$ cat src/rtl/updown_counter_param.sv
// updown_counter_param: parametrised up/down counter with enable, parallel load, terminal count and wrap flag.
// Define SATURATE_EN to make the counter hold at its limits instead of wrapping (default: modulo wrap).
module updown_counter_param #(
    parameter int WIDTH   = 4,
    parameter int MODULUS = 16
) (
    input  logic             count,
    input  logic             rst,
    input  logic             en,
    input  logic             up,
    input  logic             load,
    input  logic [WIDTH-1:0] din,
    output logic [WIDTH-1:0] q,
    output logic             tc,
    output logic             wrap
);

    localparam logic [WIDTH-1:0] MAX_Q   = WIDTH'(MODULUS - 1);
    localparam logic [WIDTH:0]   MOD_EXT = (WIDTH + 1)'(MODULUS);
    localparam logic [WIDTH-1:0] ONE     = WIDTH'(1);

    logic [WIDTH-1:0] r_q;
    logic             r_wrap;

    logic             w_at_max;
    logic             w_at_zero;
    logic             w_tc;
    logic [WIDTH-1:0] w_load_val;
    logic [WIDTH-1:0] w_inc;
    logic [WIDTH-1:0] w_dec;
    logic [WIDTH-1:0] w_next_q;

    assign w_at_max  = (r_q == MAX_Q);
    assign w_at_zero = (r_q == '0);
    assign w_tc      = up ? w_at_max : w_at_zero;

    // Compared one bit wider so MODULUS == 2**WIDTH needs no special case: every din is then in range.
    assign w_load_val = ({1'b0, din} >= MOD_EXT) ? MAX_Q : din;

`ifdef SATURATE_EN
    assign w_inc = w_at_max  ? r_q : r_q + ONE;
    assign w_dec = w_at_zero ? r_q : r_q - ONE;
`else
    assign w_inc = w_at_max  ? '0    : r_q + ONE;
    assign w_dec = w_at_zero ? MAX_Q : r_q - ONE;
`endif

    always_comb begin
        // NOTE: default assigned first so every path drives w_next_q and no latch is inferred.
        w_next_q = r_q;
        if (load) begin
            w_next_q = w_load_val;
        end else if (en) begin
            w_next_q = up ? w_inc : w_dec;
        end
    end

    always_ff @(posedge count or negedge rst) begin
        if (!rst) begin
            r_q    <= '0;
            r_wrap <= 1'b0;
        end else begin
            // NOTE: non-blocking so both registers sample pre-edge values of r_q and w_tc.
            r_q    <= w_next_q;
            r_wrap <= en & ~load & w_tc;
        end
    end

    assign q    = r_q;
    assign tc   = w_tc;
    assign wrap = r_wrap;

endmodule
$ cat config.mk
export PLATFORM = sky130hd
export DESIGN_NAME = updown_counter_param
export DESIGN_NICKNAME = d
export VERILOG_FILES = /design/src/rtl/updown_counter_param.sv
export SDC_FILE = /design/constraint.sdc
export NUM_CORES = 1
export LEC_CHECK = 0
export CORE_AREA = 2 2 39 41
export DETAILED_ROUTE_END_ITERATION = 10
export DIE_AREA = 0 0 41 43
export MAX_ROUTING_LAYER = met4
export PLACE_DENSITY = 0.61
export SLEW_MARGIN = 20
export SYNTH_ARGS = -nofsm -noshare
export SYNTH_HDL_FRONTEND = slang
export SYNTH_SLANG_ARGS = --single-unit
export TNS_END_PERCENT = 20
$ cat constraint.sdc
create_clock -name count -period 1.4 [get_ports count]
set_input_delay 0.14 -clock count [delete_from_list [all_inputs] [get_ports count]]
set_output_delay 0.14 -clock count [all_outputs]
set_load 0.02 [all_outputs]
* Word-level counts from Yosys, hierarchy flattened
Index checks and enable logic that the tools add are counted.
Word-level totals: output and inout port bits 6, flip-flop bits (word level) 5, input port bits 9, word-level logic and storage cells 16
Cells by class: bitwise operators 3, reductions and logical operators 2, eq/ne operators 1, add/sub/neg operators 2, mux-type cells 6
Operators with widths (number):
- 4-bit 2-to-1 mux | 5
- 4-bit by 1-bit adder with 4-bit output (second input constant) | 1
- 4-bit equality test (second input constant) | 1
- 4-bit zero test | 1
- 4-bit by 1-bit subtractor with 4-bit output (second input constant) | 1
- 1-bit bitwise AND | 2
- 2-bit nonzero test | 1
- 1-bit 2-to-1 mux | 1
- 1-bit NOT | 1

* Depth between registers and ports, before layout
Gate-level depths: netlist of run 1.
depth after elaboration 5, mapped depth 7, depth with buffers taken out 6

* Worst setup path after synthesis of run 1
No wires, ideal clock.
kind register -> register, from register r_q[0] (netlist: q[0]), to register r_wrap (netlist: wrap), path buffers 1, slack -0.484 ns, required time 1.312 ns, setup time 0.088 ns, stages on the path, launching flop included 7, clock period less this slack 1.884 ns, data arrival time 1.796 ns, cell sequence dfrtp_1 > buf_2 > inv_1 > ha_1 > or3b_4 > o21ai_1 > nor3b_1
On the way: word-level cells in the longest chain between the ends 3, elaborated cells on any way between the ends 4, those cells by class eq/ne: 1; mux: 1; bitwise: 1; reduce/logical: 1
RTL lines:
- start, declared | line 22 | logic [WIDTH-1:0] r_q;
- start signal, assigned | line 64 | r_q <= w_next_q;
- 4-bit equality test or 4-bit zero test (tied branches) | line 33, 34
- 1-bit 2-to-1 mux (*) | line 35 | assign w_tc = up ? w_at_max : w_at_zero;
- net tc | line 14 | output logic tc,
- 1-bit bitwise AND (*) | line 65 | r_wrap <= en & ~load & w_tc;
- end signal, assigned | line 65
- end, declared | line 23 | logic r_wrap;
The timed path passes the listed nets; every way through them passes the cells marked *. A chain may end at the register's enable or synchronous reset.

* Final worst setup path of run 1
from register r_q[0] (netlist: q[0]), to output tc
On the way: word-level cells in the longest chain between the ends 2, elaborated cells on any way between the ends 3, those cells by class eq/ne: 1; mux: 1; reduce/logical: 1
RTL lines (line):
- 4-bit equality test or 4-bit zero test (tied branches) | 33, 34
- 1-bit 2-to-1 mux (*) | 35
- end, declared | 14
Mark *: on every way between the ends. The rest lies on a longest branch, timed or not.

==> results.md, run 1 <==
- Die X: between 40 and 50 µm
- Yosys reg bits: 5
- Clock buffer depth: 2
- Worst Path Required: 1260 ps
- Post-synthesis cell type count: 27
- Final worst setup slack: -247 ps
- R2R Path End: q[0]
- First-pass GRT wire length: ~1600 µm
- DP Area: 609 µm²
- Seq pwr share: 28.8%
- CP max stage delay: 410 ps
- Comb pwr share: 45.3%
- Buf/Inv on CP: 2
- CP Launch Point: q[0]
- Final Max Slew Viols: 0
- Crit path capture: tc
- Actual slew at the worst max-slew pin: 325 ps
- Final Hold Fails: 0
- Number of vias per cell: 4.80
- TritonCTS clock tree: yes
- Placement row count: 14
- Final ANT Viol Nets: 0
- CP Max Fanout: 2
- Clk sink count: 5
- Initial Utilization: 28.2%
- FF-to-FF path depth: 7
- Io pins: 15
- Syn avg cell area: 8.87 µm²
- Max-slew headroom: 78.2%
- ANT cells: 0
- Slowest cell on crit path: dfrtp_2
- H-tree levels: 1
- Gr ovfl total: 0
- Net Sw Power: 194 µW
- Net count after synthesis: 55
- First-pass DRT Iterations: 2
- Fmax: 607 MHz
- Post-synthesis sequential area ratio: 32.1%
- Max Cap Viol: 0
- Status: finished, violations left
- Violated checks: negative setup slack
- Gr usage total: 14.1%
- Antenna violations before repair: 0
- # DRC: 0
- Routed WL per cell: around 12 µm
- Worst Setup End Kind: output port
- Largest net degree at the start of global routing: 10
- Final instance area: around 670 µm²
- Nets: 79
- P_int: 411 µW
- RSZ-0062 raised after global routing: yes
- Total power: 605 µW
- Worst setup SP type: flip-flop
- CTS Buf Count: 3
- Vias in the first global route: 396
- Area Overhead vs Synth: 72.1%
- Crit path time final: about 1600 ps
- Clock root buffer: clkbuf_4
- Commonest non-fill, non-tap cells in the layout: 9 x clkdlybuf4s50_1, 7 x buf_4, 4 x dlygate4sd2_1
- Power Dens Cells: 900 mW/mm²
- Dpl hpwl: 750 µm
- Die height: 43 µm
- Hold slack: 127 ps
- Reg clk slew, reported paths: 40 ps
- Final Core Density: 48.6%
- CP arrival: 1510 ps
- Post-Syn Instances: 44
- Yosys warning count: 0
- Leak pwr: roughly 0.00029 µW
- Worst path depth: 5
- Layout cells sized above 1: 40.3%
- Post-Syn Area: 390 µm²
- Crit Reg-Reg Startpoint: q[0]
- Setup WS pre-CTS: -525 ps
- Vias after detailed routing: 398
- Setup slack, reg-to-reg: -250 ps
- Die area: 0.00176 mm²
- Final WL: 965 µm
- Layout Skew: 0.595 ps
- Port Buf Inserts: 14
- Hold Path Class: in -> async
- Final worst-path cycle share: 118%
- Clock Latency Late Sink: 230 ps
- Top delay family on crit path: flip-flops
- Placer congestion estimate: 0.699
- Worst vdd ir: roughly 0.45 mV
- Switching part of the total: 32.0%
- Endpoints failing setup: 5
- Cell Chain, Critical Path: inv_2, ha_4, or3b_4, o21ai_4, buf_6
- Clock power share: 26.0%
- First DRT Iteration DRCs: 3
- Commonest non-fill, non-tap cell in the layout: clkdlybuf4s50_1
- CP Class: reg -> out
- Core box area: ~0.0014 mm²
- Hold Buf Count CTS: 0
-- registers in the layout, summed over array words and instances, names as in the netlist --
signal	cells
q	4
wrap	1
-- synthesized netlist by cell type --
| cell | count | share of area [%] |
|---|---|---|
| a21boi_0 | 1 | 1.9 |
| a21o_1 | 1 | 1.9 |
| a21oi_1 | 4 | 5.1 |
| a221oi_2 | 1 | 3.8 |
| a31o_2 | 1 | 2.2 |
| buf_1 | 1 | 0.96 |
| buf_2 | 2 | 2.6 |
| buf_6 | 1 | 2.9 |
| dfrtp_1 | 5 | 32 |
| ha_1 | 2 | 6.4 |
| inv_1 | 3 | 2.9 |
| mux2i_1 | 1 | 2.6 |
| nand2_1 | 3 | 2.9 |
| nand3_1 | 1 | 1.3 |
| nand4_1 | 1 | 1.6 |
| nor2_1 | 2 | 1.9 |
| nor2b_1 | 1 | 1.6 |
| nor3b_1 | 1 | 1.9 |
| o21ai_0 | 3 | 3.8 |
| o21ai_1 | 1 | 1.3 |
| o21ai_2 | 1 | 2.2 |
| o21ba_2 | 1 | 2.6 |
| o221ai_1 | 1 | 2.2 |
| o31ai_1 | 2 | 3.8 |
| or3b_4 | 1 | 2.9 |
| xnor2_1 | 1 | 2.2 |
| xor2_1 | 1 | 2.2 |
-- worst min path at each step --
stage               startpoint    to  slack, ps  cells after the start
global placement           rst  wrap        380                      1
CTS                        rst  q[2]        130                      1
detailed placement         rst  q[2]        380                      1
global route               rst  q[2]        130                      1
floorplan                  rst  q[0]       -160                      0
finish                     rst  q[2]        130                      1
-- per-stage QoR --
| step | setup TNS, ps | cells |
|---|---|---|
| after CTS | -933 | 83 |
| after global placement | -1030 | 77 |
| after detailed placement | -1160 | 77 |
| after floorplan | -574 | 44 |
| final | -749 | 83 |
| after global routing | -1080 | 83 |
-- what timing repair did --
action,CTS,global route
pin swaps,3,3
setup endpoints to repair,9,5
resized for setup,11,6
setup buffers,2,0
-- cell families after synthesis --
| group | count (synthesis) | share of synthesized area (%) |
|---|---|---|
| xor+xnor | 2 | 4.49 |
| compound gates | 17 | 31.1 |
| fa+ha+maj | 2 | 6.41 |
| buf+inv | 7 | 9.29 |
| flops | 5 | 32.1 |
| simple gates | 10 | 14.1 |
| mux | 1 | 2.56 |
-- worst reg2reg max path, stage by stage, from the launching register on --
cell and delay [ps]:
dfrtp_2 410, inv_2 70, ha_4 120, or3b_4 400, buf_6 130, a221oi_4 250
a21oi_2 60, o21ai_2 130
-- final cells by class --
cell class | count | area, µm²
clock buffer | 4 | 26.3
fill | 140 | 712
inverter | 3 | 11.3
multi-input combinational | 32 | 275
sequential | 5 | 128
tap | 16 | 20.0
timing repair buffer | 23 | 211
-- power groups by stage --
stage	sequential [µW]	clock (µW)	combinational (µW)
6_report	174	157	274
5_1_grt	176	179	299
4_1_cts	174	165	258
3_5_place_dp	175	0	259
3_3_place_gp	174	0	257
2_1_floorplan	202	0	135
-- per-layer routing --
layer  up-vias  track usage [%]  routed length (µm)
met5         -                -                   0
met4         0             8.00                   0
met3         0             3.14                  30
met2        10             21.6                 512
met1       187             16.1                 422
li1        201                -                   -
No activity file was read; power rests on OpenSTA's default activity.
==> inputs of run 2 (changes only) <==
--- a/config.mk
+++ b/config.mk
@@ -5,11 +5,12 @@
 export SDC_FILE = /design/constraint.sdc
 export NUM_CORES = 1
 export LEC_CHECK = 0
-export CORE_AREA = 2 2 39 41
+export CORE_AREA = 5 5 42 44
 export DETAILED_ROUTE_END_ITERATION = 10
-export DIE_AREA = 0 0 41 43
+export DIE_AREA = 0 0 47 49
+export DONT_BUFFER_PORTS = 1
 export MAX_ROUTING_LAYER = met4
-export PLACE_DENSITY = 0.61
+export PLACE_DENSITY = 0.46
 export SLEW_MARGIN = 20
 export SYNTH_ARGS = -nofsm -noshare
 export SYNTH_HDL_FRONTEND = slang
==> run 2 against run 1 <==
  * The run still ends with negative setup slack left
  * Clock power increased by 5%
  * Hold slack worse by 120 ps
  * Fmax is 0.52% lower
  * First-iteration DRC count rose to 3.0 times the previous value
  * Design area shrank 20%
  * Critical path depth did not move
  * Setup slack lost 8.7 ps
  * Clock-buffer cell count did not move
  * Register-to-register slack improved by 30 ps
==> results.md, run 2 (same netlist as run 1, synthesis figures left out) <==
- Hold Path Class: in -> reg (was in -> async)
- Final Max Slew Viols: 0 (unchanged)
- Leak pwr: 0.000228 µW (was 0.000289 µW)
- Setup WS pre-CTS: -143 ps (was -525 ps)
- CP max stage delay: 400 ps (was 410 ps)
- Placer congestion estimate: 0.649 (was 0.699)
- Dpl cells: 63 (was 77)
- Max-slew headroom: 77.7% (was 78.2%)
- Clock root buffer: clkbuf_4 (unchanged)
- Largest net degree at the start of global routing: 10 (unchanged)
- Gr usage total: 9.21% (was 14.1%)
- Violated checks: negative setup slack (unchanged)
- Clock Latency Late Sink: 240 ps (was 230 ps)
- Vias after detailed routing: 351 (was 398)
- # DRC: 0 (unchanged)
- Status: finished, violations left (unchanged)
- Cell Chain, Critical Path: inv_2, ha_4, or3b_4, o21ai_4, buf_6 (unchanged)
- Power Dens Cells: 1030 mW/mm² (was 900 mW/mm²)
- Worst vdd ir: 0.525 mV (was 0.450 mV)
- Worst setup SP type: flip-flop (unchanged)
- Number of vias per cell: 4.94 (was 4.80)
- Final ANT Viol Nets: 0 (unchanged)
- First DRT Iteration DRCs: 9 (was 3)
- ANT cells: 0 (unchanged)
- Die area: 0.00230 mm² (was 0.00176 mm²)
- Core box area: 0.00140 mm² (was 0.00138 mm²)
- First-pass DRT Iterations: 4 (was 2)
- First-pass GRT wire length: 1490 µm (was 1630 µm)
- Max Cap Viol: 0 (unchanged)
- Clock buffer depth: 2 (unchanged)
- CP Max Fanout: 3 (was 2)
- Die height: 49 µm (was 43 µm)
- Commonest non-fill, non-tap cells in the layout: 8 x buf_4, 4 x a21oi_1 (was 9 x clkdlybuf4s50_1, 7 x buf_4, 4 x dlygate4sd2_1)
- Io pins: 15 (unchanged)
- Actual slew at the worst max-slew pin: 335 ps (was 325 ps)
- Layout cells sized above 1: 45.5% (was 40.3%)
- Routed WL per cell: 13.0 µm (was 11.6 µm)
- Post-route non-filler standard cell count: 71 (was 83)
- RSZ-0062 raised after global routing: yes (unchanged)
- Die X: 47 µm (was 41 µm)
- Clk sink count: 5 (unchanged)
- Setup slack, reg-to-reg: -220 ps (was -250 ps)
- Final WL: 922 µm (was 965 µm)
- Final Hold Fails: 0 (unchanged)
- CP Class: reg -> out (unchanged)
- CP arrival: 1520 ps (was 1510 ps)
- Fmax: 604 MHz (was 607 MHz)
- Antenna violations before repair: 0 (unchanged)
- Commonest non-fill, non-tap cell in the layout: buf_4 (was clkdlybuf4s50_1)
- Layout Skew: 2.49 ps (was 0.595 ps)
- Crit path time final: 1660 ps (was 1650 ps)
- CTS Buf Count: 3 (unchanged)
- Final worst setup slack: -255 ps (was -247 ps)
- Port Buf Inserts: 0 (was 14)
- Dpl hpwl: 768 µm (was 750 µm)
- Number of flip-flops under the largest register name: 4 (unchanged)
- Initial Utilization: 27.9% (was 28.2%)
- Worst Setup End Kind: output port (unchanged)
- Final worst-path cycle share: 118% (about the same)
- Endpoints failing setup: 4 (was 5)
- Reg clk slew, reported paths: 40 ps (about the same)
- Setup TNS: -635 ps (was -749 ps)
- Area Overhead vs Synth: 37.5% (was 72.1%)
- Worst Path Required: 1260 ps (about the same)
- H-tree levels: 1 (unchanged)
- Vias in the first global route: 348 (was 396)
- Gr ovfl total: 0 (unchanged)
- Nets: 67 (was 79)
- Slowest cell on crit path: dfrtp_2 (unchanged)
- Placement row count: 14 (unchanged)
- TritonCTS clock tree: yes (unchanged)
==> run 2: cell count changes in the layout (fill, tap and decap cells not counted) <==
cell,delta
buf_6,-2
a21oi_1,+1
clkdlybuf4s50_1,-9
dlygate4sd3_1,+2
a21oi_2,-1
dlygate4sd2_1,-4
a221oi_2,+1
buf_4,+1
a221oi_4,-1
==> run 2: repair_timing <==
item                       4_1_cts  5_1_grt
setup endpoints to repair        4        5
resized for setup                2        2
pin swaps                        1        0
hold buffers                     2        0
setup buffers                    2        0
hold endpoints to repair         8        0
==> run 2: through the flow <==
stage	hold WS, ps	area (µm²)	util, %	power (µW)
finish	8.45	537	38.3	552
CTS	4.84	534	38.1	567
detailed placement	-155	469	33.5	374
global placement	-155	469	33.5	369
floorplan	-156	428	-	337
global route	12.3	537	38.3	595
==> run 2: final timing paths <==
| kind | from | end | cells after the start |
|---|---|---|---|
| setup / recovery | q[1] | tc | 5 |
| hold / removal | load | q[2] | 1 |
| setup reg to reg | q[1] | q[0] | 7 |
| hold reg to reg | q[0] | q[0] | 3 |
| max in group asynchronous | rst | q[1] | 1 |
| min in group asynchronous | rst | q[3] | 1 |
==> run 2: routing by layer <==
metal	vias up	track usage, %	share of wire (%)
met1	161	10.2	38
met2	9	14.0	56
met4	0	6.91	1.6
li1	179	-	-
met3	2	1.48	4.6
met5	-	-	0
==> run 2: final cells by class <==
type / instances / area, µm²
Multi-Input combinational cell: 32 / 260
Inverter: 3 / 11.3
Fill cell: 155 / 865
Timing Repair Buffer: 11 / 91.3
Clock buffer: 4 / 26.3
Tap cell: 16 / 20.0
Sequential cell: 5 / 128
==> run 2: report_power, final <==
part,internal [µW],leakage [µW],total [µW],switching [µW]
sequential,161,0.0000594,180,18.6
combinational,103,0.000154,208,104
clock,108,0.0000150,165,57.4
==> run 2: critical path, delay by kind of cell (launching register included) <==
kind                       cells  cell delay (ps)
DFF                            1              400
and+or+nand+nor                1              390
buffers and inverters          2              200
AOI/OAI and AO/OA              1              150
adders and majority gates      1              130
